--- src/rtl/uart_cmd_parser.sv ---
// ASCII command-line parser: "R|W aaaaaaaa ll CR" lines from the UART receiver become
// card_driver read/write requests; write payload bytes are forwarded over WD.
module uart_cmd_parser #(
    parameter int BLOCK_BYTES    = 512,
    parameter int TIMEOUT_CYCLES = 50_000_000
) (
    input  logic        CLOCK50,
    input  logic        RESET,
    input  logic        RX_STB,
    input  logic [7:0]  RX_DAT,
    output logic        WR_STB,
    output logic [31:0] WR_ADDR,
    output logic [7:0]  WR_LENGTH,
    input  logic        WR_ACK,
    output logic        RD_STB,
    output logic [31:0] RD_ADDR,
    output logic [7:0]  RD_LENGTH,
    input  logic        RD_ACK,
    output logic        WD_STB,
    output logic [7:0]  WD_DATA,
    input  logic        WD_ACK,
    output logic        BUSY,
    output logic        ERR_STB,
    output logic [2:0]  ERR_CODE,
    output logic [2:0]  dbg_state_o
);

    // Handshakes: each *_STB is held with its data stable until the matching *_ACK is
    // sampled high on a rising edge; the STB is low in the following cycle. ACK while
    // STB is low is ignored. RX_STB is a bare strobe and cannot be stalled.

    typedef enum logic [2:0] {
        S_IDLE = 3'd0,
        S_ADDR = 3'd1,
        S_LEN  = 3'd2,
        S_EOL  = 3'd3,
        S_RREQ = 3'd4,
        S_DATA = 3'd5
    } state_t;

    localparam int TMO_W = $clog2(TIMEOUT_CYCLES);
    localparam logic [TMO_W-1:0] TMO_LAST = TMO_W'(TIMEOUT_CYCLES - 1);

    state_t      state_q, state_d;
    logic        is_wr_q, is_wr_d;
    logic [31:0] addr_q, addr_d;
    logic [7:0]  len_q, len_d;
    logic [2:0]  dig_q, dig_d;
    logic        rd_stb_q, rd_stb_d;
    logic        wr_stb_q, wr_stb_d;
    logic [31:0] wr_addr_q, wr_addr_d;
    logic [7:0]  wr_len_q, wr_len_d;
    logic        wd_stb_q, wd_stb_d;
    logic [7:0]  wd_data_q, wd_data_d;
    logic [16:0] byte_cnt_q, byte_cnt_d;
    logic [TMO_W-1:0] tmo_q, tmo_d;
    logic        err_stb_q, err_stb_d;
    logic [2:0]  err_code_q, err_code_d;

    logic        err_set;
    logic [2:0]  err_val;
    logic        tmo_run;
    logic [4:0]  hx;
    logic [16:0] byte_target;

    // Returns {valid, nibble} for an ASCII hex digit in either case.
    function automatic logic [4:0] hex_nib(input logic [7:0] c);
        hex_nib = 5'b0;
        if (c >= 8'h30 && c <= 8'h39)      hex_nib = {1'b1, 4'(c - 8'h30)};
        else if (c >= 8'h41 && c <= 8'h46) hex_nib = {1'b1, 4'(c - 8'h37)};
        else if (c >= 8'h61 && c <= 8'h66) hex_nib = {1'b1, 4'(c - 8'h57)};
    endfunction

    assign hx          = hex_nib(RX_DAT);
    assign byte_target = 17'(wr_len_q) * 17'(BLOCK_BYTES);
    assign tmo_run     = (state_q == S_ADDR) || (state_q == S_LEN) ||
                         (state_q == S_EOL)  || (state_q == S_DATA);

    always_comb begin
        state_d    = state_q;
        is_wr_d    = is_wr_q;
        addr_d     = addr_q;
        len_d      = len_q;
        dig_d      = dig_q;
        rd_stb_d   = rd_stb_q;
        wr_stb_d   = wr_stb_q & ~WR_ACK;
        wr_addr_d  = wr_addr_q;
        wr_len_d   = wr_len_q;
        wd_stb_d   = wd_stb_q & ~WD_ACK;
        wd_data_d  = wd_data_q;
        byte_cnt_d = byte_cnt_q;
        err_stb_d  = 1'b0;
        err_code_d = err_code_q;
        err_set    = 1'b0;
        err_val    = 3'd0;
        // Counter holds the number of cycles elapsed since the last received byte.
        tmo_d      = RX_STB ? TMO_W'(1) : (tmo_run ? tmo_q + TMO_W'(1) : '0);

        case (state_q)
            S_IDLE: begin
                if (RX_STB) begin
                    if (RX_DAT == 8'h0A || RX_DAT == 8'h0D || RX_DAT == 8'h20) begin
                        state_d = S_IDLE;
                    end else if (RX_DAT == 8'h52 || RX_DAT == 8'h72) begin
                        is_wr_d = 1'b0;
                        dig_d   = 3'd0;
                        state_d = S_ADDR;
                    end else if (RX_DAT == 8'h57 || RX_DAT == 8'h77) begin
                        is_wr_d = 1'b1;
                        dig_d   = 3'd0;
                        state_d = S_ADDR;
                    end else begin
                        err_set = 1'b1;
                        err_val = 3'd1;
                    end
                end
            end
            S_ADDR: begin
                if (RX_STB) begin
                    if (hx[4]) begin
                        addr_d = {addr_q[27:0], hx[3:0]};
                        dig_d  = dig_q + 3'd1;
                        if (dig_q == 3'd7) begin
                            dig_d   = 3'd0;
                            state_d = S_LEN;
                        end
                    end else begin
                        err_set = 1'b1;
                        err_val = 3'd1;
                    end
                end
            end
            S_LEN: begin
                if (RX_STB) begin
                    if (hx[4]) begin
                        len_d = {len_q[3:0], hx[3:0]};
                        dig_d = dig_q + 3'd1;
                        if (dig_q == 3'd1) state_d = S_EOL;
                    end else begin
                        err_set = 1'b1;
                        err_val = 3'd1;
                    end
                end
            end
            S_EOL: begin
                if (RX_STB) begin
                    if (RX_DAT != 8'h0D) begin
                        err_set = 1'b1;
                        err_val = 3'd1;
                    end else if (len_q == 8'd0) begin
                        err_set = 1'b1;
                        err_val = 3'd2;
                    end else if (is_wr_q) begin
                        wr_stb_d   = 1'b1;
                        wr_addr_d  = addr_q;
                        wr_len_d   = len_q;
                        byte_cnt_d = '0;
                        state_d    = S_DATA;
                    end else begin
                        rd_stb_d = 1'b1;
                        state_d  = S_RREQ;
                    end
                end
            end
            S_RREQ: begin
                if (RD_ACK) begin
                    rd_stb_d = 1'b0;
                    state_d  = S_IDLE;
                end
            end
            S_DATA: begin
                if (RX_STB && wd_stb_q && !WD_ACK) begin
                    err_set = 1'b1;
                    err_val = 3'd3;
                end else begin
                    // Bytes beyond the announced length are dropped.
                    if (RX_STB && byte_cnt_q != byte_target) begin
                        wd_data_d  = RX_DAT;
                        wd_stb_d   = 1'b1;
                        byte_cnt_d = byte_cnt_q + 17'd1;
                    end
                    if (byte_cnt_q == byte_target && !wd_stb_d && !wr_stb_d) begin
                        state_d = S_IDLE;
                    end
                end
            end
            default: state_d = S_IDLE;
        endcase

        if (tmo_run && !RX_STB && tmo_q == TMO_LAST) begin
            err_set = 1'b1;
            err_val = 3'd4;
        end

        // A pending write request survives an error; only the payload path is dropped.
        if (err_set) begin
            state_d    = S_IDLE;
            err_stb_d  = 1'b1;
            err_code_d = err_val;
            wd_stb_d   = 1'b0;
        end
    end

    always_ff @(posedge CLOCK50 or posedge RESET) begin
        if (RESET) begin
            state_q    <= S_IDLE;
            is_wr_q    <= 1'b0;
            addr_q     <= '0;
            len_q      <= '0;
            dig_q      <= '0;
            rd_stb_q   <= 1'b0;
            wr_stb_q   <= 1'b0;
            wr_addr_q  <= '0;
            wr_len_q   <= '0;
            wd_stb_q   <= 1'b0;
            wd_data_q  <= '0;
            byte_cnt_q <= '0;
            tmo_q      <= '0;
            err_stb_q  <= 1'b0;
            err_code_q <= '0;
        end else begin
            state_q    <= state_d;
            is_wr_q    <= is_wr_d;
            addr_q     <= addr_d;
            len_q      <= len_d;
            dig_q      <= dig_d;
            rd_stb_q   <= rd_stb_d;
            wr_stb_q   <= wr_stb_d;
            wr_addr_q  <= wr_addr_d;
            wr_len_q   <= wr_len_d;
            wd_stb_q   <= wd_stb_d;
            wd_data_q  <= wd_data_d;
            byte_cnt_q <= byte_cnt_d;
            tmo_q      <= tmo_d;
            err_stb_q  <= err_stb_d;
            err_code_q <= err_code_d;
        end
    end

    assign RD_STB      = rd_stb_q;
    assign RD_ADDR     = addr_q;
    assign RD_LENGTH   = len_q;
    assign WR_STB      = wr_stb_q;
    assign WR_ADDR     = wr_addr_q;
    assign WR_LENGTH   = wr_len_q;
    assign WD_STB      = wd_stb_q;
    assign WD_DATA     = wd_data_q;
    assign BUSY        = (state_q != S_IDLE);
    assign ERR_STB     = err_stb_q;
    assign ERR_CODE    = err_code_q;
    assign dbg_state_o = state_q;

endmodule
--- config.mk ---
export PLATFORM = sky130hd
export DESIGN_NAME = uart_cmd_parser
export DESIGN_NICKNAME = d
export VERILOG_FILES = /design/src/rtl/uart_cmd_parser.sv
export SDC_FILE = /design/constraint.sdc
export NUM_CORES = 1
export LEC_CHECK = 0
export ABC_AREA = 1
export BUFFER_PORTS_ARGS = -buffer_cell sky130_fd_sc_hd__buf_2
export CAP_MARGIN = 20
export CORE_MARGIN = 1.5
export CORE_UTILIZATION = 55
export CTS_BUF_LIST = sky130_fd_sc_hd__clkbuf_4 sky130_fd_sc_hd__clkbuf_8
export DETAILED_ROUTE_END_ITERATION = 8
export PLACE_DENSITY = 0.85
export SYNTH_ARGS = -nofsm -noshare
export SYNTH_HDL_FRONTEND = slang
export SYNTH_SLANG_ARGS = --single-unit
--- constraint.sdc ---
create_clock -name CLOCK50 -period 6.63 [get_ports CLOCK50]
set_clock_uncertainty 0.2 [all_clocks]
set_input_delay 0.9945 -clock CLOCK50 [delete_from_list [all_inputs] [get_ports CLOCK50]]
set_output_delay 0.9945 -clock CLOCK50 [all_outputs]
set_load 0.1 [all_outputs]
# After elaboration in Yosys (flattened, before gate mapping)
# Cells that the tools add are included.
# classes
n_addsub	6
n_lt_le_gt_ge	6
n_eq_ne	47
n_mux	85
bitwise	8
n_reduce_logical	38
# ops
operator	count
2-to-1 mux 17 bit	6
2-to-1 mux 3 bit	27
2-to-1 mux 26 bit	2
2-to-1 mux 1 bit	37
case mux 17 bit (2 select lines)	1
inequality test 3 bit (second input constant)	11
== test 8 x 7 -> 1 bit (second input constant)	4
adder 26 x 1 -> 26 bit (second input constant)	1
== test 26 bit (second input constant)	1
inequality test 2 bit (second input constant)	13
case mux 3 bit (6 select lines)	1
adder 17 x 1 -> 17 bit (second input constant)	1
== test 17 bit	1
inequality test 17 bit	1
== test 8 x 4 -> 1 bit (second input constant)	2
>= comparator 8 x 7 -> 1 bit (second input constant)	2
<= comparator 8 x 7 -> 1 bit (second input constant)	2
2-to-1 mux 5 bit	3
AND reduction 14 bit	1
logical AND 1 bit	10
== test 3 bit (second input constant)	3
inequality test 3 x 2 -> 1 bit (second input constant)	3
case mux 3 bit (3 select lines)	1
AND reduction 3 bit	3
29 further kinds	53
# word_totals
register_bits	145
out_inout_bits	99
word_cells	205

# Depth between registers and ports, before layout
# logic_depth
ltp_word	12
ltp_mapped	13

# Worst setup path after synthesis
# No wires, ideal clock.
# synth_timing
path_kind	register -> output
from	register state_q[2], in the netlist dbg_state_o[2]
to	output port BUSY
arrival_ns	1.895
required_ns	5.435
setup_slack_ns	3.541
stages_incl_launch_ff	3
path_cell_list	dfrtp_1 inv_1 nand2_1
# synth_between
elab_chain_cells	1
# synth_lines
element	line_no	text
start, declared	44	state_t state_q, state_d;
start signal, assigned	222	state_q <= state_d;
nonzero test 3 bit	248	assign BUSY = (state_q != S_IDLE);
end, declared	22	output logic BUSY,
# No other way between the ends.

# Final worst setup path
# layout_timing
from	input port RX_DAT[0]
to	register addr_q[15], in the netlist RD_ADDR[15]
# layout_between
elab_chain_cells	6
word_cells_on_any_way	13
classes_between	order compare (6); mux (3); reduce/logical (4)
# layout_lines
element	line_no	text
start, declared	10	input logic [7:0] RX_DAT,
>= comparator 8 x 7 -> 1 bit / <= comparator 8 x 7 -> 1 bit (equally long branches)	71	else if (c >= 8'h61 && c <= 8'h66) hex_nib = {1'b1, 4'(c - 8'h57)};
logical AND 1 bit	71	
2-to-1 mux 5 bit	71	
2-to-1 mux 5 bit	70	else if (c >= 8'h41 && c <= 8'h46) hex_nib = {1'b1, 4'(c - 8'h37)};
2-to-1 mux 5 bit (*)	69	if (c >= 8'h30 && c <= 8'h39) hex_nib = {1'b1, 4'(c - 8'h30)};
AND reduction 3 bit (no line) (*)	--	
end signal, assigned	224	addr_q <= addr_d;
end, declared	46	logic [31:0] addr_q, addr_d;
# Mark *: on every way between the ends. The rest lies on a longest branch, timed or not.
# A chain may end at the register's enable or synchronous reset.

==> qor.yml <==
dieArea_um2: 13800
yosysUniqueCellTypes: 40
ys_seq_elements: 145
yosysWarnings: 0
endpoint: "RD_ADDR[15]$_DFFE_PP0P_"
worst_skew_pair.late_latency_ns: 0.45
antenna_found_initial: 0
cts_tree: "done"
first_global_vias: 5865
power_per_cell_area_nw_per_um2: 230
cts-resized-gates: 0
fin_tns_setup_ns: 0
fmax_mhz: 335
htreeDepth: 4
postSynthCellCount: 879
finalPower_w: 0.00190
via_per_inst: 5.16
drt_wl_total_mm: 16.3
ir_drop_uv: 178
regArea_um2: 3630
finalNonFillerCells: 1178
io_buffers: 112
pin_count: 113
ys.flop_type: "dfrtp_1"
outcome: "finished, final reports clean"
whs_path_depth: 2
grt_max_degree: 85
rsz0062_at_grt: "false"
worstSetupPathType: "input port to flip-flop"
cts_inserted_buffers: 17
drtIter0Drc: 567
reg2reg_depth: 9
firstDrtPassIters: 5
crit_arrival_ns: 3.13
synth_xor_xnor_area_share_pct: 1.22
multi_input_area_um2: 2910
avgSynthCellArea_um2: 8.19
grt_usage_pct: 24.9
overflow: 0
fin_area_um2: 8280
rr_startpoint: "dbg_state_o[2]$_DFFE_PP0P_"
drv_slew: 0
ant_nets: 0
synth_top_family_by_area: "simple AND/OR/NAND/NOR gates"
routabilityCongestion: 0.864
clk_pin_slew_ns: 0.09
wl_per_cell_um: 13.8
core-area_um2: 12700
worst_hold_path_type: "flip-flop to flip-flop"
diodes: 0
placedCellCount: 1146
grt_first_pass_wirelength_mm: 27.7
r2r_slack_ns: 4.24
synth_area_um2: 7200
syn_to_final_growth_pct: 15.0
num_vias: 6074
cts_root_buffer: "clkbuf_8"
fillers: 1082
r2r_end: "WR_ADDR[22]$_DFFE_PP0P_"
critPathCaptureType: "flip-flop"
fin_crit_ns: 2.99
relSlewSlack_pct: 34.3
synth_simple_gate_area_share_pct: 23.9
startpoint: "RX_DAT[0]"
layout.nets: 1017
worstPathMaxFanout: 63
synth_mux_area_share_pct: 2.52
period_share_pct: 45.0
synth.yosys.seq_area_share_pct: 50.4
finalHoldViolCount: 0
clock_sinks: 145
async_flop_share_pct: 100
cts_buffer_depth: 2
drc_errors: 0
dp_hpwl_mm: 11.6
synth_compound_area_share_pct: 10.8
rows: 41
die_x_um: 117
synth_adder_area_share_pct: 1.74
syn_nets: 903
placed_cell_area_um2: 7870
drive_gt1_share_pct: 18.8
maxCapViolations: 0
p_leak_nw: 4.56
setup_viol: 0
crit_required_ns: 6.78
start_util_pct: 56.6
cts_hold_buf: 0
post-cts-setup-buffers: 0
synth-edff-count: 0
fp.dieH_um: 117
start_kind: "input port"
worst_pin_slew_ns: 0.981
worst min-delay path by stage:
| stage | start | to | slack [ns] |
|---|---|---|---|
| after floorplan | tmo_q[0]$_DFF_PP0_ | tmo_q[0]$_DFF_PP0_ | 0.26 |
| after global placement | WR_ADDR[24]$_DFFE_PP0P_ | WR_ADDR[24]$_DFFE_PP0P_ | 0.26 |
| after detailed placement | WR_ADDR[23]$_DFFE_PP0P_ | WR_ADDR[23]$_DFFE_PP0P_ | 0.26 |
| after CTS | WR_ADDR[23]$_DFFE_PP0P_ | WR_ADDR[23]$_DFFE_PP0P_ | 0.28 |
| after global routing | WD_DATA[0]$_DFFE_PP0P_ | WD_DATA[0]$_DFFE_PP0P_ | 0.31 |
| final | WR_ADDR[19]$_DFFE_PP0P_ | WR_ADDR[19]$_DFFE_PP0P_ | 0.28 |
registers in the layout (all words and copies together) (netlist names):
register	count
RD_ADDR	32
WR_ADDR	32
tmo_q	26
byte_cnt_q	17
RD_LENGTH	8
WD_DATA	8
WR_LENGTH	8
ERR_CODE	3
dbg_state_o	3
dig_q	3
ERR_STB	1
RD_STB	1
WD_STB	1
WR_STB	1
is_wr_q	1
cell families (layout without fill, tap and decap cells):
family          Yosys count  after routing
compound gates          141            141
mux                      18             18
flops                   145            145
buf+inv                 162            289
simple gates            393            393
xor+xnor                 10             10
fa+ha+maj                10             10
routing by layer:
layer  part of all wire [%]  global-route usage [%]  up-vias
met3                    6.3                    6.42       20
met1                     46                    33.2     2849
met2                     46                    39.7      186
li1                       -                       -     3019
met5                      0                       0        -
met4                    1.8                    8.56        0
through the flow:
stage	util (%)	hold slack (ns)	setup WS [ns]
after global routing	65.1	0.311	3.48
final	65.1	0.283	3.64
after detailed placement	61.9	0.261	3.24
after global placement	61.9	0.256	3.29
after CTS	65.1	0.284	3.69
after floorplan	-	0.264	1.54
critical path: stages:
cell,delay (ns)
buf_2,0.14
inv_1,0.09
ha_1,0.22
o21ai_0,0.16
nand2_1,0.08
nand2_1,0.15
a21oi_1,0.12
nand2_2,0.73
mux2_2,0.41
area by class of cell:
cell class / count / area share (%)
clock inverter: 12 / 1.83
inverter: 143 / 6.57
timing repair buffer: 114 / 6.95
tap: 172 / 2.60
multi-input combinational: 572 / 35.1
clock buffer: 20 / 3.17
sequential: 145 / 43.8
synthesized netlist by cell type (all sizes together) (2+ instances only):
| library cell | n | area [um^2] |
|---|---|---|
| nand2 | 193 | 732 |
| dfrtp | 145 | 3630 |
| inv | 143 | 539 |
| nor2 | 115 | 528 |
| o21ai | 71 | 355 |
| a21oi | 55 | 313 |
| nand3 | 46 | 230 |
| mux2i | 17 | 170 |
| buf | 16 | 124 |
| nor3 | 16 | 85.1 |
| nand4 | 12 | 75.1 |
| ha | 10 | 125 |
| xor2 | 8 | 70.1 |
| o21a | 7 | 52.6 |
| or2 | 4 | 25.0 |
| clkbuf | 3 | 11.3 |
| nand3b | 3 | 22.5 |
| a211oi | 2 | 15.0 |
| a31oi | 2 | 12.5 |
| nor4 | 2 | 12.5 |
| xnor2 | 2 | 17.5 |
power by group:
part	internal [W]	total (W)	leakage [nW]	switching (W)
Sequential	0.000910	0.000935	1.86	0.0000253
Combinational	0.0000423	0.000248	2.49	0.000205
Clock	0.000362	0.000722	0.202	0.000359
cell usage in the layout, fill, tap and decap left out, types with 15 or more instances in the layout:
master | Yosys | final
nand2_1 | 190 | 189
dfrtp_1 | 145 | 145
o21ai_0 | 52 | 52
mux2i_1 | 17 | 17
o21ai_1 | 19 | 19
clkbuf_8 | 0 | 18
nand3_1 | 46 | 46
nor2_1 | 100 | 100
a21oi_1 | 45 | 45
buf_2 | 9 | 112
inv_1 | 136 | 135
nor3_1 | 15 | 15
Note: power is estimated with default switching activity, not from simulation.
